`src/rtl/vga_vram_arbiter.sv`:
```
// Shares one single-port synchronous video RAM between VGA scanout and CPU accesses.
// The VGA side owns the scanout address and pixel shift register; the CPU side is a 4-state FSM.
module vga_vram_arbiter #(
  parameter int H_ACTIVE = 640,
  parameter int V_ACTIVE = 480,
  parameter int ADDR_W   = 17
) (
  input  logic              clk,
  input  logic              rst,
  input  logic [9:0]        i_HPos,
  input  logic [9:0]        i_VPos,
  input  logic              cpu_req,
  input  logic              cpu_we,
  input  logic [ADDR_W-1:0] cpu_addr,
  input  logic [15:0]       cpu_wdata,
  output logic              cpu_ready,
  output logic [15:0]       cpu_rdata,
  output logic              mem_en,
  output logic              mem_we,
  output logic [ADDR_W-1:0] mem_addr,
  output logic [15:0]       mem_wdata,
  input  logic [15:0]       mem_rdata,
  output logic [3:0]        pix_data,
  output logic              pix_valid
);

  localparam logic [9:0] H_LIM = 10'(H_ACTIVE);
  localparam logic [9:0] V_LIM = 10'(V_ACTIVE);

  typedef enum logic [1:0] {
    IDLE    = 2'd0,
    ISSUE   = 2'd1,
    CAPTURE = 2'd2,
    DONE    = 2'd3
  } cpu_state_t;

  cpu_state_t        state_r;
  cpu_state_t        state_next_s;
  logic              active_s;
  logic              slot_s;
  logic              grant_s;
  logic              wrap_s;
  logic [ADDR_W-1:0] vga_addr_r;
  logic              cpu_we_r;
  logic              act_d1_r;
  logic              act_d2_r;
  logic              slot_d1_r;
  logic              slot_d2_r;
  logic [15:0]       shift_r;

  // VGA slot wins over the CPU; the CPU is only granted from IDLE outside a slot
  always_comb begin
    active_s = (i_HPos < H_LIM) && (i_VPos < V_LIM);
    slot_s   = active_s && (i_HPos[1:0] == 2'b00);
    grant_s  = (state_r == IDLE) && cpu_req && !slot_s;
    wrap_s   = (i_VPos == V_LIM);
  end

  always_comb begin
    state_next_s = state_r;
    case (state_r)
      IDLE: begin
        if (grant_s) state_next_s = ISSUE;
        else         state_next_s = IDLE;
      end
      ISSUE:   state_next_s = CAPTURE;
      CAPTURE: state_next_s = DONE;
      DONE:    state_next_s = IDLE;
      default: state_next_s = IDLE;
    endcase
  end

  always_ff @(posedge clk or posedge rst) begin
    if (rst) state_r <= IDLE;
    else     state_r <= state_next_s;
  end

  // Single bus owner per cycle; address and write data hold while the bus is idle
  always_ff @(posedge clk or posedge rst) begin
    if (rst) begin
      mem_en    <= 1'b0;
      mem_we    <= 1'b0;
      mem_addr  <= {ADDR_W{1'b0}};
      mem_wdata <= 16'h0000;
    end else if (slot_s) begin
      mem_en    <= 1'b1;
      mem_we    <= 1'b0;
      mem_addr  <= vga_addr_r;
    end else if (grant_s) begin
      mem_en    <= 1'b1;
      mem_we    <= cpu_we;
      mem_addr  <= cpu_addr;
      mem_wdata <= cpu_wdata;
    end else begin
      mem_en    <= 1'b0;
      mem_we    <= 1'b0;
    end
  end

  always_ff @(posedge clk or posedge rst) begin
    if (rst)         vga_addr_r <= {ADDR_W{1'b0}};
    else if (wrap_s) vga_addr_r <= {ADDR_W{1'b0}};
    else if (slot_s) vga_addr_r <= vga_addr_r + ADDR_W'(1);
    else             vga_addr_r <= vga_addr_r;
  end

  // RAM data in CAPTURE always belongs to the CPU access, since VGA reads land one cycle after a slot
  always_ff @(posedge clk or posedge rst) begin
    if (rst) begin
      cpu_we_r  <= 1'b0;
      cpu_ready <= 1'b0;
      cpu_rdata <= 16'h0000;
    end else begin
      if (grant_s) cpu_we_r <= cpu_we;
      else         cpu_we_r <= cpu_we_r;
      cpu_ready <= (state_r == CAPTURE);
      if ((state_r == CAPTURE) && !cpu_we_r) cpu_rdata <= mem_rdata;
      else                                   cpu_rdata <= cpu_rdata;
    end
  end

  // Word arrives two clocks after the slot; pixels leave lowest nibble first, 3 clocks behind HPos
  always_ff @(posedge clk or posedge rst) begin
    if (rst) begin
      act_d1_r  <= 1'b0;
      act_d2_r  <= 1'b0;
      pix_valid <= 1'b0;
      slot_d1_r <= 1'b0;
      slot_d2_r <= 1'b0;
      shift_r   <= 16'h0000;
      pix_data  <= 4'h0;
    end else begin
      act_d1_r  <= active_s;
      act_d2_r  <= act_d1_r;
      pix_valid <= act_d2_r;
      slot_d1_r <= slot_s;
      slot_d2_r <= slot_d1_r;
      if (slot_d2_r) begin
        shift_r  <= mem_rdata;
        pix_data <= act_d2_r ? mem_rdata[3:0] : 4'h0;
      end else begin
        shift_r  <= {4'h0, shift_r[15:4]};
        pix_data <= act_d2_r ? shift_r[7:4] : 4'h0;
      end
    end
  end

endmodule

```
`config.mk`:
```
export PLATFORM = sky130hd
export DESIGN_NAME = vga_vram_arbiter
export DESIGN_NICKNAME = d
export VERILOG_FILES = /design/src/rtl/vga_vram_arbiter.sv
export SDC_FILE = /design/constraint.sdc
export NUM_CORES = 1
export LEC_CHECK = 0
export CELL_PAD_IN_SITES_DETAIL_PLACEMENT = 0
export CELL_PAD_IN_SITES_GLOBAL_PLACEMENT = 1
export CORE_MARGIN = 2
export CORE_UTILIZATION = 35
export CTS_CLUSTER_SIZE = 16
export DETAILED_ROUTE_END_ITERATION = 12
export HOLD_SLACK_MARGIN = 0.08
export PLACE_DENSITY_LB_ADDON = 0.08
export SLEW_MARGIN = 20
export SYNTH_ARGS = -nofsm -noshare
export SYNTH_HDL_FRONTEND = slang
export SYNTH_SLANG_ARGS = --single-unit
```
`constraint.sdc`:
```
create_clock -name clk -period 4.2 [get_ports clk]
set_clock_uncertainty 0.1 [all_clocks]
set_input_delay 0.84 -clock clk [delete_from_list [all_inputs] [get_ports clk]]
set_output_delay 0.84 -clock clk [all_outputs]
set_load 0.02 [all_outputs]
```
# ---- After elaboration in Yosys (flattened, before gate mapping)
# Cells that the tools add are included.
dict set report word_totals {
  reg_bits 97
  inputBits 73
  word_cells 50
  output_inout_bits 57
}
dict set report classes {
  n_lt_le_gt_ge 2
  n_eq_ne 4
  n_bitwise 1
  reduce_logical 12
  muxes 14
  add_sub_neg 1
}
# op count
set op_table {}
lappend op_table {{$mux W17} 4}
lappend op_table {{$add A17 B1 Y17 const B} 1}
lappend op_table {{$mux W16} 1}
lappend op_table {{$mux W4} 3}
lappend op_table {{$eq A10 B9 Y1 const B} 1}
lappend op_table {{$lt A10 B10 Y1 const B} 1}
lappend op_table {{$lt A10 B9 Y1 const B} 1}
lappend op_table {{$pmux W2 S4} 1}
lappend op_table {{$logic_and A1 B1 Y1} 5}
lappend op_table {{$mux W1} 5}
lappend op_table {{$eq A2 B2 Y1 const B} 2}
lappend op_table {{$logic_not A2 Y1} 2}
lappend op_table {{$reduce_bool A2 Y1} 2}
lappend op_table {{$eq A2 B1 Y1 const B} 1}
lappend op_table {{$logic_not A1 Y1} 2}
lappend op_table {{$reduce_and A2 Y1} 1}
lappend op_table {{$not A1 Y1} 1}

# ---- Depth between registers and ports, before layout
# Gate-level depths: netlist of run 1.
dict set report depth {
  ltp_word 7
  depth_mapped 7
  depth_no_buf 5
}

# ---- Worst setup path before layout of run 1
# No wires, ideal clock.
dict set report synth_path {
  path_type {input to register}
  from {in i_HPos[1]}
  to {reg vga_addr_r[15]}
  path_slack_ns 1.755
  setup_time_ns 0.077
  path_buffers 1
  required_ns 4.023
  t_arrival_ns 2.268
  path_stages 5
  path_cell_list {or2_0 -> or4_1 -> buf_2 -> or4_1 -> a21oi_1}
}
dict set report synth_between {
  elab_chain_len 4
  word_cells_on_any_way 5
  cone_classes {1 x order compare; 4 x reduce/logical}
}
# element line_no
set synth_rtl {}
lappend synth_rtl {{start, declared} 10} ;# input logic [9:0] i_HPos,
lappend synth_rtl {{$lt A10 B10 Y1} 53} ;# active_s = (i_HPos < H_LIM) && (i_VPos < V_LIM);
lappend synth_rtl {{$logic_and A1 B1 Y1} 53}
lappend synth_rtl {{$logic_and A1 B1 Y1 *} 54} ;# slot_s = active_s && (i_HPos[1:0] == 2'b00);
lappend synth_rtl {{$reduce_bool A2 Y1 (no line) *} --}
lappend synth_rtl {{end signal, assigned} 101} ;# if (rst) vga_addr_r <= {ADDR_W{1'b0}};
lappend synth_rtl {{end signal, assigned} 102} ;# else if (wrap_s) vga_addr_r <= {ADDR_W{1'b0}};
lappend synth_rtl {{end signal, assigned} 103} ;# else if (slot_s) vga_addr_r <= vga_addr_r + ADDR_W'(1);
lappend synth_rtl {{end, declared} 43} ;# logic [ADDR_W-1:0] vga_addr_r;
# Every way passes the cells marked *; elsewhere a longest branch is shown, timed or not.
# A chain may end at the register's enable or synchronous reset.

# ---- Worst setup path after layout of run 1
dict set report layout_path {
  from {in i_HPos[1]}
  to {reg vga_addr_r[5]}
}
# Same word-level chain as after synthesis.

==> impl_metrics.json, run 1 <==
{
  "dr.pass1.iters": 4,
  "die-width_microns": 109,
  "ir_worst_vdd_v": 0.000285,
  "synthesis.area_sq_um": 3830,
  "synthesis.nets": 383,
  "holdBufCountCts": 0,
  "synth_xor_area_share_pct": 0.228,
  "finalHoldViolCount": 0,
  "seq_area_frac_synth_pct": 60.7,
  "finalSetupTns_ps": 0,
  "netlist_top_cells_area": "dfrtp_1 61%, mux2_2 12%, mux2i_1 5.7%",
  "critPathLaunchType": "input pin",
  "drive_above_1_share_pct": 16.3,
  "synth_top_area_share_pct": 60.7,
  "via_per_inst": 4.84,
  "required_ps": 4390,
  "clkLatencyLatePin_ps": 350,
  "post_cts_buffers": 0,
  "ys_types": 32,
  "synth_mux_area_share_pct": 18.1,
  "synth_compound_area_share_pct": 6.92,
  "ios": 130,
  "cts.sinks": 93,
  "drc": 0,
  "syn-mean-instance-area_sq_um": 12.5,
  "finalPower_mw": 3.50,
  "cp_max_fo": 16,
  "status": "completed",
  "yosysWarnings": 0,
  "h-tree-depth": 3,
  "clockBufferDepth": 2,
  "cts_buffers": 9,
  "clk_pin_slew_worst_paths_ps": 100,
  "grt_usage_pct": 15.0,
  "hold_path_class": "reg2reg",
  "synth_top_area_cell": "dfrtp_1",
  "period_needed_ps": 2870,
  "finalCritPeriodShare_pct": 68.2,
  "grt_max_degree": 41,
  "die_h_microns": 109,
  "syn2layout_area_growth_pct": 43.3,
  "dp_hpwl_microns": 6180,
  "grt_util_met3_pct": 2.93,
  "antenna_cells": 0,
  "slew_headroom_pct": 56.5,
  "synth_cells": 307,
  "synth-seq-cells": 93,
  "nets": 514,
  "cts_tree": "done",
  "drt-initial-drc-count": 83,
  "rows": 38,
  "finalSetupViolCount": 0,
  "drv_slew": 0,
  "rsz0062_at_grt": "no",
  "antenna_found_initial": 0,
  "wl_per_cell_microns": 14.7,
  "start_util_pct": 35.7,
  "gr-total-overflow": 0,
  "clock.fmax_ghz": 0.349,
  "core-area_sq_um": 10700,
  "cap_viol_max_count": 0,
  "cts_root_buffer": "clkbuf_8",
  "final_antenna_net_count": 0,
  "powerDensity_nw_per_um2": 637,
  "routed_wl_microns": 8550,
  "worstMarginPinSlew_ps": 653,
  "die_area_sq_um": 11800,
  "gp_congestion": 0.745,
  "layout_common_cells": "124 x clkdlybuf4s50_1, 93 x dfrtp_1, 41 x mux2_2",
  "grt_pass1_wl_microns": 13800,
  "synth_simple_gate_area_share_pct": 10.8,
  "final_common_cell": "clkdlybuf4s50_1",
  "synth_top_family_by_area": "multiplexers",
  "cellLeakagePower_nw": 2.40,
  "worstSetupEndpointType": "flip-flop",
  "via_count": 2822,
  "final_core_util_pct": 51.1,
  "numPortBuffers": 124,
  "post_cts_resized": 0,
  "grt_pass1_vias": 2804,
  "use_met1_pct": 19.1,
  "grt-busiest-layer": "met2",
  "use_met2_pct": 25.5,
  "critPathKind": "in2reg",
  "arrival_ps": 3050,
  "synth_adder_area_share_pct": 0.979
}
==> cell type report <==
type	count	area [sq um]
Clock buffer	10	128
Clock inverter	6	95.1
Fill cell	997	5250
Inverter	8	32.5
Multi-Input combinational cell	192	1420
Sequential cell	93	2330
Tap cell	140	175
Timing Repair Buffer	134	1320
==> sequential cells by signal, summed over array words and instances, names as in the netlist <==
| name | count |
|---|---|
| cpu_ready | 1 |
| act_d2_r | 1 |
| act_d1_r | 1 |
| mem_we | 1 |
| mem_wdata | 16 |
| cpu_rdata | 16 |
| shift_r | 12 |
| pix_data | 4 |
| state_r | 2 |
| vga_addr_r | 17 |
| pix_valid | 1 |
| mem_en | 1 |
| mem_addr | 17 |
| slot_d1_r | 1 |
| cpu_we_r | 1 |
| slot_d2_r | 1 |
==> Yosys cell counts, drive strengths merged <==
cell type	count
inv	8
mux2i	22
and3	3
nand3	4
mux2	42
nand4	5
and2	5
nor4bb	1
xor2	1
nand2	12
or4	10
a21oi	32
ha	3
o21ai	7
buf	6
nor2	23
dfrtp	93
nand4b	1
or2	1
clkbuf	8
or3	6
o22ai	1
o31ai	8
nor4	1
nor2b	4
==> critical path, cell delays in order <==
cell	delay [ps]
clkdlybuf4s50_1	440
nor2_1	280
nand4_1	460
buf_4	370
or4_1	510
a21oi_1	150
==> per-layer routing <==
metal / wire, microns / vias up
met5: 0 / -
li1: - / 1352
met1: 3670 / 1396
met2: 4390 / 67
met3: 416 / 7
met4: 75 / 0
==> worst paths after layout <==
kind | slack, ps | from | cells past startpoint | endpoint
setup / recovery | 1330 | i_HPos[1] | 6 | vga_addr_r[5]
hold / removal | 260 | slot_d1_r | 0 | slot_d2_r
setup reg to reg | 1980 | vga_addr_r[2] | 4 | vga_addr_r[13]
hold reg to reg | 260 | slot_d1_r | 0 | slot_d2_r
max in group asynchronous | 2450 | rst | 3 | vga_addr_r[9]
min in group asynchronous | 760 | rst | 2 | mem_wdata[15]
==> logic make-up after synthesis <==
family | Yosys count
buffers and inverters | 22
AOI/OAI and AO/OA | 48
xor gates and xnor gates | 1
muxes | 64
adders and majority gates | 3
and+or+nand+nor | 76
DFF | 93
==> metrics by stage <==
stage	cell area, sq um	hold WS (ps)	cells	setup slack, ps
after floorplan	3830	231	307	840
after global placement	5270	236	567	980
after detailed placement	5270	236	567	956
after CTS	5490	265	583	1350
after global routing	5490	260	583	1170
final	5490	258	583	1330
==> where the power goes <==
part | total [mW] | switching (mW) | internal [mW]
clock network | 0.670 | 0.328 | 0.342
logic | 1.47 | 0.683 | 0.792
registers | 1.35 | 0.161 | 1.19
Note: power is estimated with default switching activity, not from simulation.
==> inputs of run 2 (changes only) <==
Settings changed: CORE_UTILIZATION 35 to 32.
Clock period 4.2 ns to 2.4 ns, I/O delays scaled along.
==> run 2 against run 1 <==
Core utilization fell by 1.5 points; critical path depth shrank 1; worst setup slack got worse by 1200 ps; first-iteration DRC count up 51%; final cell count up 2.7%; largest cell class unchanged; largest power group unchanged.
==> impl_metrics.json, run 2 (same netlist as run 1, synthesis figures left out) <==
{
  "placed_cells": 583,
  "via_count": 2849,
  "rsz0062_at_grt": "no",
  "finalHoldViolCount": 0,
  "drv_slew": 0,
  "h-tree-depth": 3,
  "routed_wl_microns": 8870,
  "gr-total-overflow": 0,
  "finalSetupViolCount": 0,
  "cellLeakagePower_nw": 2.52,
  "holdBufCountCts": 0,
  "layout_common_cells": "124 x clkdlybuf4s50_1, 93 x dfrtp_1, 41 x mux2_2",
  "core-area_sq_um": 11600,
  "cts_buffers": 9,
  "cp_max_fo": 5,
  "grt_pass1_vias": 2917,
  "register_area_sq_um": 2330,
  "post_cts_resized": 0,
  "hold_path_class": "reg2reg",
  "slowest_delay_ps": 630,
  "layout.cells.non_filler": 599,
  "grt_usage_pct": 14.6,
  "drt-initial-drc-count": 125,
  "period_needed_ps": 2240,
  "gp_congestion": 0.706,
  "clkLatencyLatePin_ps": 340,
  "clockBufferDepth": 2,
  "rows": 39,
  "antenna_found_initial": 0,
  "die_area_sq_um": 12900,
  "multi_input_area_sq_um": 1420,
  "cap_viol_max_count": 0,
  "worstSetupEndpointType": "flip-flop",
  "grt_max_degree": 30,
  "grt_pass1_wl_microns": 14800,
  "post_cts_buffers": 0,
  "numPortBuffers": 124,
  "arrival_ps": 2410,
  "powerDensity_nw_per_um2": 1140,
  "nets": 527,
  "final_antenna_net_count": 0,
  "dr.pass1.iters": 4,
  "die_h_microns": 113,
  "path_cells": "clkdlybuf4s50_1, or2_0, or4_1, or4_1, a21oi_1",
  "cts.sinks": 93,
  "syn2layout_area_growth_pct": 49.8,
  "fill_cells": 1063,
  "finalSetupTns_ps": 0,
  "via_per_inst": 4.76,
  "cp-endpoint": "vga_addr_r[13]",
  "ir_worst_vdd_v": 0.000352,
  "slew_headroom_pct": 57.2,
  "cts_tree": "done",
  "worstMarginPinSlew_ps": 642,
  "p_seq_share_pct": 36.0,
  "drive_above_1_share_pct": 18.9,
  "wl_per_cell_microns": 14.8,
  "start_util_pct": 33.1,
  "final_common_cell": "clkdlybuf4s50_1",
  "status": "completed",
  "path_common_cell": "or4_1",
  "switchingPower_mw": 2.10,
  "crit_path_top_delay_cell": "or4_1",
  "clk_pin_slew_worst_paths_ps": 70,
  "clock.fmax_ghz": 0.446,
  "sw_frac_of_total_pct": 32.0,
  "critPathLaunchType": "input pin",
  "rrSetupSlack_ps": 360,
  "finalCritPeriodShare_pct": 93.5,
  "drc": 0,
  "finalPower_mw": 6.55,
  "critPathKind": "in2reg",
  "antenna_cells": 0,
  "dp_hpwl_microns": 6660,
  "r2r_start": "vga_addr_r[4]",
  "die-width_microns": 113,
  "cts_root_buffer": "clkbuf_16",
  "power.share.combinational_pct": 40.1,
  "p_int_mw": 4.45,
  "final_core_util_pct": 49.7,
  "pwr-share-clk_pct": 23.9,
  "hold_ws_ps": 250,
  "r2r.worst_path.cells": 4,
  "crit_path_start": "i_HPos[1]",
  "rr_endpoint": "vga_addr_r[13]",
  "ios": 130,
  "required_ps": 2570,
  "top_regs": "mem_addr: 17 flops, vga_addr_r: 17 flops"
}
[run 2: power by group through the flow]
| stage | logic (mW) | registers [mW] | clock network [mW] |
|---|---|---|---|
| detailed placement | 2.68 | 2.40 | 0 |
| global route | 2.82 | 2.44 | 1.68 |
| finish | 2.63 | 2.36 | 1.56 |
| global placement | 2.64 | 2.38 | 0 |
| CTS | 2.68 | 2.37 | 1.62 |
| floorplan | 0.837 | 2.94 | 0 |
[run 2: critical path: cells and delay by family]
kind / cells / cell delay [ps]
AO/OA/AOI/OAI: 1 / 160
AND/OR/NAND/NOR: 3 / 1360
buffers and inverters: 1 / 410
[run 2: area by class of cell]
class / count / area share, %
Sequential cell: 93 / 40.5
Timing Repair Buffer: 147 / 25.3
Multi-Input combinational cell: 192 / 24.7
Clock buffer: 10 / 4.16
Tap cell: 143 / 3.12
Clock inverter: 6 / 1.61
Inverter: 8 / 0.588
[run 2: worst min-delay path by stage]
stage | from | to | slack, ps | cells after the start
3_3_place_gp | slot_d1_r | slot_d2_r | 240 | 0
4_1_cts | act_d1_r | act_d2_r | 250 | 0
3_5_place_dp | act_d1_r | act_d2_r | 240 | 0
5_1_grt | act_d1_r | act_d2_r | 260 | 0
2_1_floorplan | act_d1_r | act_d2_r | 230 | 0
6_report | act_d1_r | act_d2_r | 250 | 0
[run 2: stage by stage]
stage	setup slack, ps	instance area (sq um)
5_1_grt	59.4	5740
3_5_place_dp	-192	5410
4_1_cts	152	5740
6_report	157	5740
3_3_place_gp	-147	5410
2_1_floorplan	315	3840
[run 2: per-layer routing]
layer	GRT usage [%]	vias to the layer above	wire length, microns
met5	0	-	0
met4	5.45	0	108
met3	3.77	7	416
met2	25.0	79	4570
met1	17.8	1388	3780
li1	-	1375	-
==> inputs of run 3 (changes only) <==
Settings changed: CTS_BUF_LIST set to sky130_fd_sc_hd__clkbuf_16, GPL_TIMING_DRIVEN set to 0, MAX_ROUTING_LAYER set to met4.
==> run 3 against run 2 <==
Non-clock buffer count fell by 6; first-iteration DRC count fell by 46%; register-to-register slack worse by 140 ps; clock power down 12%; critical path type unchanged.
==> impl_metrics.json, run 3 (same netlist as run 1, synthesis figures left out) <==
{
  "sw_frac_of_total_pct": 32.6,
  "cts.sinks": 93,
  "hold_depth": 0,
  "top_regs": "mem_addr: 17 flops, vga_addr_r: 17 flops",
  "cellLeakagePower_nw": 2.47,
  "dr.pass1.iters": 4,
  "core-area_sq_um": 11600,
  "gp_congestion": 0.709,
  "rr_endpoint": "vga_addr_r[15]",
  "slew_headroom_pct": 55.7,
  "rrSetupSlack_ps": 220,
  "worstSetupEndpointType": "flip-flop",
  "final_cell_area_sq_um": 5650,
  "p_int_mw": 4.27,
  "syn2layout_area_growth_pct": 47.3,
  "switchingPower_mw": 2.07,
  "via_per_inst": 4.81,
  "cts_root_buffer": "clkbuf_16",
  "arrival_ps": 2480,
  "numPortBuffers": 124,
  "dp_hpwl_microns": 6780,
  "p_seq_share_pct": 37.5,
  "period_needed_ps": 2320,
  "path_common_cell": "or4_1",
  "cp_max_fo": 8,
  "drive_above_1_share_pct": 16.7,
  "min-delay-start": "slot_d1_r",
  "dpl_cell_area_sq_um": 5330,
  "drt-initial-drc-count": 67,
  "finalCritPeriodShare_pct": 96.7,
  "drc": 0,
  "cts_buffers": 9,
  "clk_pin_slew_worst_paths_ps": 60,
  "h-tree-depth": 3,
  "pwr-share-clk_pct": 21.7,
  "grt_max_degree": 35,
  "via_count": 2850,
  "finalSetupTns_ps": 0,
  "hold_ws_ps": 254,
  "start_util_pct": 33.1,
  "rows": 39,
  "wl_per_cell_microns": 15.3,
  "drv_slew": 0,
  "clockBufferDepth": 2,
  "nets": 521,
  "status": "completed",
  "hold_path_class": "reg2reg",
  "grt_pass1_wl_microns": 15200,
  "gr-total-overflow": 0,
  "finalSetupViolCount": 0,
  "clkLatencyLatePin_ps": 340,
  "required_ps": 2560,
  "die-width_microns": 113,
  "r2r.worst_path.cells": 5,
  "antenna_found_initial": 0,
  "cts_tree": "done",
  "r2r_start": "vga_addr_r[2]",
  "critPathLaunchType": "input pin",
  "final_antenna_net_count": 0,
  "layout_common_cells": "124 x clkdlybuf4s50_1, 93 x dfrtp_1, 41 x mux2_2",
  "hold_end": "slot_d2_r",
  "clock.fmax_ghz": 0.431,
  "die_area_sq_um": 12900,
  "ios": 130,
  "cap_viol_max_count": 0,
  "grt_pass1_vias": 2945,
  "final_common_cell": "clkdlybuf4s50_1",
  "critPathKind": "in2reg",
  "path_cells": "clkdlybuf4s50_1, or2_0, or4_1, buf_2, or4_1, a21oi_2",
  "power.share.combinational_pct": 40.8,
  "powerDensity_nw_per_um2": 1120,
  "ir_worst_vdd_v": 0.000372,
  "routed_wl_microns": 9100,
  "crit_path_top_delay_cell": "or4_1",
  "final_core_util_pct": 48.8,
  "slowest_delay_ps": 500,
  "die_h_microns": 113,
  "finalHoldViolCount": 0,
  "antenna_cells": 0,
  "grt_usage_pct": 15.5,
  "worstMarginPinSlew_ps": 662
}
[run 3: layout make-up]
class | instances | area (sq um)
clock buffers | 9 | 225
repair buffers | 128 | 1320
multi-input cells | 192 | 1450
plain buffers | 13 | 58.8
clock inverters | 7 | 58.8
flip-flops and latches | 93 | 2330
fillers | 1116 | 5920
inverters | 8 | 33.8
well taps | 143 | 179
[run 3: power groups by stage]
| stage | clock (mW) | combinational (mW) | sequential, mW |
|---|---|---|---|
| after global routing | 1.51 | 2.78 | 2.45 |
| after global placement | 0 | 2.59 | 2.39 |
| after detailed placement | 0 | 2.62 | 2.41 |
| final | 1.38 | 2.59 | 2.37 |
| after floorplan | 0 | 0.837 | 2.94 |
| after CTS | 1.42 | 2.64 | 2.38 |
[run 3: layer usage]
| layer | wire length (microns) | share of wire [%] | track usage, % |
|---|---|---|---|
| met1 | 4070 | 45 | 19.8 |
| met2 | 4510 | 50 | 24.8 |
| met3 | 378 | 4.2 | 2.60 |
| met4 | 138 | 1.5 | 6.34 |
| met5 | 0 | 0 | - |
[run 3: timing repair]
action,CTS,global route
hold buffers,0,0
endpoints found under the hold margin,0,0
setup buffers,1,0
pin swaps,1,0
endpoints found under the setup margin,20,42
resized for setup,2,12
[run 3: how the worst max path moves through the flow]
stage | startpoint | endpoint | slack, ps
after CTS | i_VPos[7] | vga_addr_r[1] | 10
after global placement | i_VPos[7] | mem_wdata[3] | -600
after detailed placement | i_VPos[7] | mem_wdata[6] | -650
after floorplan | i_HPos[1] | vga_addr_r[15] | 310
after global routing | i_VPos[7] | vga_addr_r[1] | -2
final | i_HPos[1] | vga_addr_r[15] | 80
[run 3: worst max-delay path: cells and delay by family]
| kind | cells | cell delay (ps) |
|---|---|---|
| buffers and inverters | 2 | 630 |
| and+or+nand+nor | 3 | 1220 |
| AOI/OAI and AO/OA | 1 | 150 |
[run 3: per-stage QoR]
stage	power (mW)	std cells	worst slack, ps
floorplan	3.77	307	315
global placement	4.97	574	-605
detailed placement	5.03	577	-651
CTS	6.44	594	14.7
global route	6.74	593	-1.68
finish	6.34	593	79.2
